$ cat config.mk
export PLATFORM = sky130hd
export DESIGN_NAME = rom_reader
export DESIGN_NICKNAME = d
export VERILOG_FILES = /design/src/rtl/rom_pkg.sv /design/src/rtl/rom_lat_counter.sv /design/src/rtl/rom_reader.sv
export SDC_FILE = /design/constraint.sdc
export NUM_CORES = 1
export LEC_CHECK = 0
export BUFFER_PORTS_ARGS = -buffer_cell sky130_fd_sc_hd__buf_2
export CORE_MARGIN = 5
export CORE_UTILIZATION = 54
export CTS_BUF_LIST = sky130_fd_sc_hd__clkbuf_16
export DETAILED_ROUTE_END_ITERATION = 16
export PLACE_DENSITY = 0.75
export SLEW_MARGIN = 20
export SYNTH_ARGS = -nofsm -noshare
export SYNTH_HDL_FRONTEND = slang
export SYNTH_SLANG_ARGS = --single-unit
$ cat constraint.sdc
create_clock -name clk -period 2.2 [get_ports clk]
set_clock_uncertainty 0.05 [all_clocks]
set_input_delay 0.33 -clock clk [delete_from_list [all_inputs] [get_ports clk]]
set_output_delay 0.33 -clock clk [all_outputs]
set_load 0.01 [all_outputs]
$ cat src/rtl/rom_pkg.sv
// Shared definitions for the ROM read master: default widths and FSM state encoding.
package rom_pkg;

  localparam int AW_DEF = 4;
  localparam int DW_DEF = 4;

  typedef enum logic [2:0] {
    S_IDLE  = 3'd0,
    S_ISSUE = 3'd1,
    S_WAIT  = 3'd2,
    S_HOLD  = 3'd3,
    S_DONE  = 3'd4
  } state_t;

endpackage

$ cat src/rtl/rom_lat_counter.sv
// Loadable down-counter that times the ROM read latency.
// expire is high in the cycle whose decrement brings the count to zero,
// which is the cycle the ROM data is valid and gets captured.
module rom_lat_counter #(
  parameter int RD_LAT = 1
) (
  input  logic clk,
  input  logic rst_n,
  input  logic load,
  input  logic dec,
  output logic expire
);

  localparam int CW = $clog2(RD_LAT + 1);

  logic [CW-1:0] cnt;

  // load takes priority; decrement saturates at zero
  always_ff @(posedge clk) begin
    if (!rst_n)              cnt <= '0;
    else if (load)           cnt <= CW'(RD_LAT);
    else if (dec && cnt != 0) cnt <= cnt - CW'(1);
  end

  assign expire = (cnt == CW'(1));

endmodule

$ cat src/rtl/rom_reader.sv
// ROM read master: walks an address window, one outstanding read at a time,
// streams words out over valid/ready, keeps an XOR checksum, pulses done.
module rom_reader
  import rom_pkg::*;
#(
  parameter int AW     = AW_DEF,
  parameter int DW     = DW_DEF,
  parameter int RD_LAT = 1
) (
  input  logic          clk,
  input  logic          rst_n,
  input  logic          start,
  input  logic [AW-1:0] base_addr,
  input  logic [AW:0]   len,
  output logic          rom_en,
  output logic [AW-1:0] rom_addr,
  input  logic [DW-1:0] rom_data,
  output logic          out_valid,
  input  logic          out_ready,
  output logic [DW-1:0] out_data,
  output logic          out_last,
  output logic          busy,
  output logic          done,
  output logic [DW-1:0] checksum
);

  state_t        state;
  logic [AW-1:0] cur_addr;
  logic [AW:0]   remaining;
  logic          lat_expire;

  // counter is loaded while the read is issued and runs through WAIT
  rom_lat_counter #(.RD_LAT(RD_LAT)) u_lat (
    .clk    (clk),
    .rst_n  (rst_n),
    .load   (state == S_ISSUE),
    .dec    (state == S_WAIT),
    .expire (lat_expire)
  );

  // main FSM; all outputs registered, rom_en/rom_addr set on entry to ISSUE
  always_ff @(posedge clk) begin
    if (!rst_n) begin
      state     <= S_IDLE;
      cur_addr  <= '0;
      remaining <= '0;
      rom_en    <= 1'b0;
      rom_addr  <= '0;
      out_valid <= 1'b0;
      out_data  <= '0;
      out_last  <= 1'b0;
      busy      <= 1'b0;
      done      <= 1'b0;
      checksum  <= '0;
    end else begin
      done <= 1'b0;
      case (state)
        S_IDLE: begin
          if (start) begin
            checksum <= '0;
            if (len != '0) begin
              cur_addr  <= base_addr;
              remaining <= len;
              rom_en    <= 1'b1;
              rom_addr  <= base_addr;
              busy      <= 1'b1;
              state     <= S_ISSUE;
            end else begin
              // empty window: completes without ever going busy
              done <= 1'b1;
            end
          end
        end
        S_ISSUE: begin
          rom_en <= 1'b0;
          state  <= S_WAIT;
        end
        S_WAIT: begin
          if (lat_expire) begin
            out_data  <= rom_data;
            out_valid <= 1'b1;
            out_last  <= (remaining == (AW+1)'(1));
            state     <= S_HOLD;
          end
        end
        S_HOLD: begin
          if (out_ready) begin
            checksum  <= checksum ^ out_data;
            remaining <= remaining - (AW+1)'(1);
            cur_addr  <= cur_addr + AW'(1);
            out_valid <= 1'b0;
            out_last  <= 1'b0;
            if (remaining == (AW+1)'(1)) begin
              done  <= 1'b1;
              state <= S_DONE;
            end else begin
              // address wraps naturally at 2^AW
              rom_en   <= 1'b1;
              rom_addr <= cur_addr + AW'(1);
              state    <= S_ISSUE;
            end
          end
        end
        S_DONE: begin
          busy  <= 1'b0;
          state <= S_IDLE;
        end
        default: state <= S_IDLE;
      endcase
    end
  end

endmodule

==> results of run 1 <==
## worst max-delay path by stage
stage | to | cells past startpoint
after detailed placement | cur_addr[1]$_SDFFE_PN0P_ | 5
after CTS | remaining[3]$_SDFFE_PN0P_ | 5
final | remaining[3]$_SDFFE_PN0P_ | 5
after floorplan | cur_addr[1]$_SDFFE_PN0P_ | 5
after global placement | cur_addr[2]$_SDFFE_PN0P_ | 5
after global routing | remaining[3]$_SDFFE_PN0P_ | 5
## stage by stage
| stage | utilization, % | instance area (µm²) | setup WS (ps) | cells |
|---|---|---|---|---|
| 2_1_floorplan | - | 1650 | 575 | 185 |
| 3_3_place_gp | 60.3 | 1810 | 394 | 247 |
| 3_5_place_dp | 60.3 | 1810 | 333 | 247 |
| 4_1_cts | 65.6 | 1970 | 296 | 254 |
| 5_1_grt | 65.6 | 1970 | 156 | 254 |
| 6_report | 65.6 | 1970 | 279 | 254 |
## power breakdown
part | internal [mW] | switching (mW) | total, mW
logic | 0.159 | 0.194 | 0.353
clock network | 0.521 | 0.212 | 0.733
registers | 0.597 | 0.0543 | 0.651
total | 1.28 | 0.460 | 1.74
## cell families (layout without fill, tap and decap cells)
family | after synthesis | after routing
buffers and inverters | 20 | 56
flip-flops | 30 | 30
XOR/XNOR | 2 | 2
AO/OA/AOI/OAI | 38 | 38
AND/OR/NAND/NOR | 73 | 73
multiplexers | 19 | 19
adder cells (fa/ha/maj) | 3 | 3
## per-layer routing
metal | vias to the layer above | wire length, µm
met5 | - | 0
met4 | 0 | 52
met3 | 8 | 184
met2 | 49 | 1950
met1 | 709 | 1700
li1 | 735 | -
## flip-flops by register name, summed over array words and instances (netlist names)
name,flops
busy,1
out_valid,1
remaining,5
state,3
rom_addr,4
done,1
u_lat.expire,1
checksum,4
rom_en,1
out_data,4
cur_addr,4
out_last,1
## cells in the final DEF (no fill, tap or decap), drive strengths merged, types with 3 or more instances in the layout
cell type / n
a211oi: 5
a21o: 3
a21oi: 6
a221oi: 4
buf: 40
clkbuf: 5
dfxtp: 30
ha: 3
inv: 9
mux2i: 18
nand2: 33
nand3: 3
nor2: 16
nor2b: 3
nor4b: 3
o21ai: 5
o32ai: 5
or3: 6
## worst register-to-register path, stage by stage, from the launching register on
cell	delay [ps]
dfxtp_1	610
and3b_1	460
buf_4	240
nand2_1	80
o21a_1	180
o32ai_1	210
## layout make-up
class,count,area [µm²]
inverter,9,33.8
timing repair buffer,40,218
clock buffer,5,125
multi-input combinational,135,917
clock inverter,2,33.8
fill,256,1030
sequential,30,601
tap,33,41.3
==> metrics.yaml, run 1 <==
fin_total_pwr_mw: 1.74
syn_to_final_growth_pct: 19.4
cp-startpoint: "state[1]$_SDFFE_PN0P_"
synth_xor_area_share_pct: 1.06
drt-total-wl_um: 3880
status: "finished, final reports clean"
dp_hpwl_um: 2810
synth.cell_area_um2: 1650
reg2reg_to: "remaining[3]$_SDFFE_PN0P_"
cts_tree: "done"
place_congestion: 0.853
ys.flop_type: "dfxtp_1"
first_pass_iters: 4
synthCells: 185
timing.rr.start: "state[1]$_SDFFE_PN0P_"
hold_path_startpoint: "rom_data[1]"
hold_path.class: "in2reg"
worstSetupPathType: "reg2reg"
synth_compound_area_share_pct: 17.8
start_util_pct: 54.9
critPathMaxFanout: 12
met3_usage_pct: 4.44
fmax_mhz: 521
cellLeakagePower_nw: 0.865
cts_buffers: 5
setup_tns_ps: 0
remaining_drc_errors: 0
drive_above_1_share_pct: 26.2
path_cells: "and3b_1 > buf_4 > nand2_1 > o21a_1 > o32ai_1"
ys_warn_count: 0
dieArea_um2: 4260
ios: 34
synth_edf_count: 0
drt_iter0_drc: 130
nets: 241
grt_max_degree: 22
power_density_nw_per_um2: 882
hold_viol_final: 0
period_share_pct: 87.3
setup_viol: 0
critical_path_arrival_ps: 2040
ys_ff_latch: 30
rsz0062_at_grt: "no"
cts.sinks: 30
cts_buffer_depth: 2
grt-ovfl-total: 0
slew_violations: 0
grt_use_met1_pct: 26.6
vias: 1501
slew_headroom_pct: 58.9
vias_per_cell: 5.91
slowest_delay_ps: 610
layout_min_cycle_time_ps: 1920
ir_drop_mv: 0.494
post-cts-setup-buffers: 0
cts-resized-gates: 0
critPathRequiredTime_ps: 2320
min_path_cells: 3
post-synth-top-area-fraction_pct: 36.4
met2_usage_pct: 34.5
cts_max_level: 2
startpoint_type: "flip-flop"
die_x_um: 65.3
wl_per_cell_um: 15.3
postSynthAreaPerCell_um2: 8.91
port_buffers: 33
end_kind: "flip-flop"
rr_worst_depth: 5
synth_seq_area_share_pct: 36.4
fp.dieH_um: 65.3
grt_antenna_before_repair: 0
path_delay_family: "flip-flops"
critPathSlowestCell: "dfxtp_1"
antenna_left: 0
worstMarginPinSlew_ps: 616
synth_area_leader_cell: "dfxtp_1"
synth-simple-area-share_pct: 22.9
clock_latency_ps: 270
yosys.cell_types.count: 48
synth_common_cells: "nand2_1 (32), dfxtp_1 (30), mux2i_1 (18)"
grt_pass1_wl_um: 6960
cap_viol_max_count: 0
synthAdderAreaFrac_pct: 2.28
rows: 20
grt_pass1_vias: 1523
clock-root-buffer: "clkbuf_16"
min_to: "out_data[1]$_SDFFE_PN0P_"
busiest_layer: "met2"
async_flop_share_pct: 0
core_um2: 3000
yosysMostFrequentCell: "nand2_1"
synth.mux.area_fraction_pct: 11.6
worst-path-buf-inv: 1
clkTransAtPathRegs_ps: 50
diodes: 0
rrSetupSlack_ps: 280
grt.total_usage_pct: 20.6
whs_ps: 255
syn_nets: 205
netlist_top_cells_area: "dfxtp_1 (36%), mux2i_1 (11%), nand2_1 (7.3%), nor2_1 (3.4%), o32ai_1 (2.7%)"
cts_hold_buf: 0
synth_top_family_by_area: "simple AND/OR/NAND/NOR gates"
Power figures use the tool's default switching activity.
==> inputs of run 2 (changes only) <==
- REMOVE_ABC_BUFFERS: default -> 1
==> run 2 against run 1 <==
Worst setup slack improved by 50 ps. Cell count increased by 1.2%. Worst hold slack worse by 3.9 ps. Sequential cell count unchanged. Via count fell by 1.1%. Count of clock-buffer cells in the layout unchanged.
==> metrics.yaml, run 2 (same netlist as run 1, synthesis figures left out) <==
place_area_um2: 1830
rows: 20
cts_buffer_depth: 2
clock-root-buffer: "clkbuf_16"
critPathRequiredTime_ps: 2350
hold_path.class: "in2reg"
grt-ovfl-total: 0
cts_buffers: 5
timing.rr.start: "state[1]$_SDFFE_PN0P_"
syn_to_final_growth_pct: 19.0
fp.dieH_um: 65.3
antenna_left: 0
final_cell_mix: "buf_2 (33), nand2_1 (32), dfxtp_1 (30)"
first_pass_iters: 4
nets: 243
whs_ps: 251
regMostFlops: "remaining"
cts_max_level: 2
slew_headroom_pct: 65.5
post-route-cell-area_um2: 1960
end_kind: "flip-flop"
worstSetupPathType: "reg2reg"
layout_min_cycle_time_ps: 1870
start_util_pct: 54.9
diodes: 0
filler_cell_count: 253
die_x_um: 65.3
clock_latency_ps: 270
clkTransAtPathRegs_ps: 50
hold_path_startpoint: "rom_data[2]"
critPathMaxFanout: 9
grt_antenna_before_repair: 0
grt_pass1_wl_um: 6680
place_congestion: 0.921
remaining_drc_errors: 0
ios: 34
drt_iter0_drc: 96
setup_tns_ps: 0
status: "finished, final reports clean"
cts_tree: "done"
cts.sinks: 30
wl_per_cell_um: 14.9
ir_drop_mv: 0.607
cellLeakagePower_nw: 0.864
power_density_nw_per_um2: 832
port_buffers: 33
rsz0062_at_grt: "no"
largest_reg_flops: 5
cts-resized-gates: 0
dp_hpwl_um: 2830
grt_pass1_vias: 1465
cts_hold_buf: 0
vias_per_cell: 5.77
drive_above_1_share_pct: 26.3
grt_max_degree: 22
slew_violations: 0
dieArea_um2: 4260
startpoint_type: "flip-flop"
post-cts-setup-buffers: 0
critical_path_arrival_ps: 2020
drt-total-wl_um: 3840
setup_viol: 0
hold_viol_final: 0
worstMarginPinSlew_ps: 510
grt.total_usage_pct: 20.3
setup_ws_ps: 329
cap_viol_max_count: 0
layout_commonest_cell: "buf_2"
cp-startpoint: "state[1]$_SDFFE_PN0P_"
fmax_mhz: 535
post-place-ws_ps: 328
core_um2: 3000
period_share_pct: 85.0
vias: 1484
==> run 2: final cells by class <==
class | count | area [µm²] | share of cell area [%]
Timing Repair Buffer | 42 | 233 | 11.9
Sequential cell | 30 | 601 | 30.6
Clock buffer | 5 | 125 | 6.38
Tap cell | 33 | 41.3 | 2.10
Clock inverter | 3 | 11.3 | 0.574
Inverter | 9 | 33.8 | 1.72
Multi-Input combinational cell | 135 | 917 | 46.7
==> run 2: per-stage QoR <==
step	cells	util [%]	power, mW
floorplan	174	-	0.888
global placement	249	60.8	1.00
detailed placement	249	60.8	1.01
CTS	257	65.3	1.64
global route	257	65.3	1.72
finish	257	65.3	1.63
==> run 2: path summary, 6_finish.rpt <==
| check | slack [ps] | depth (start not counted) | to |
|---|---|---|---|
| setup / recovery | 330 | 5 | cur_addr[2]$_SDFFE_PN0P_ |
| hold / removal | 250 | 3 | out_data[2]$_SDFFE_PN0P_ |
| setup reg to reg | 330 | 5 | cur_addr[2]$_SDFFE_PN0P_ |
| hold reg to reg | 410 | 2 | rom_addr[2]$_SDFFE_PN0P_ |
==> run 2: critical path, stage by stage (launching register included) <==
cell	delay, ps
dfxtp_1	350
buf_4	190
or3_2	510
nand3_1	220
a21o_2	260
mux2i_1	210
==> run 2: power breakdown <==
part           switching, mW  total (mW)  internal [mW]
registers             0.0429       0.640          0.597
logic                  0.203       0.365          0.163
clock network          0.223       0.628          0.405
total                  0.468        1.63           1.16
==> run 2: per-layer routing <==
metal	global-route usage (%)	part of all wire [%]	up-vias	wire length (µm)
li1	-	-	735	-
met1	23.5	43	704	1660
met2	34.0	49	39	1890
met3	7.35	5.8	6	222
met4	7.77	1.5	0	57
met5	0	0	-	0
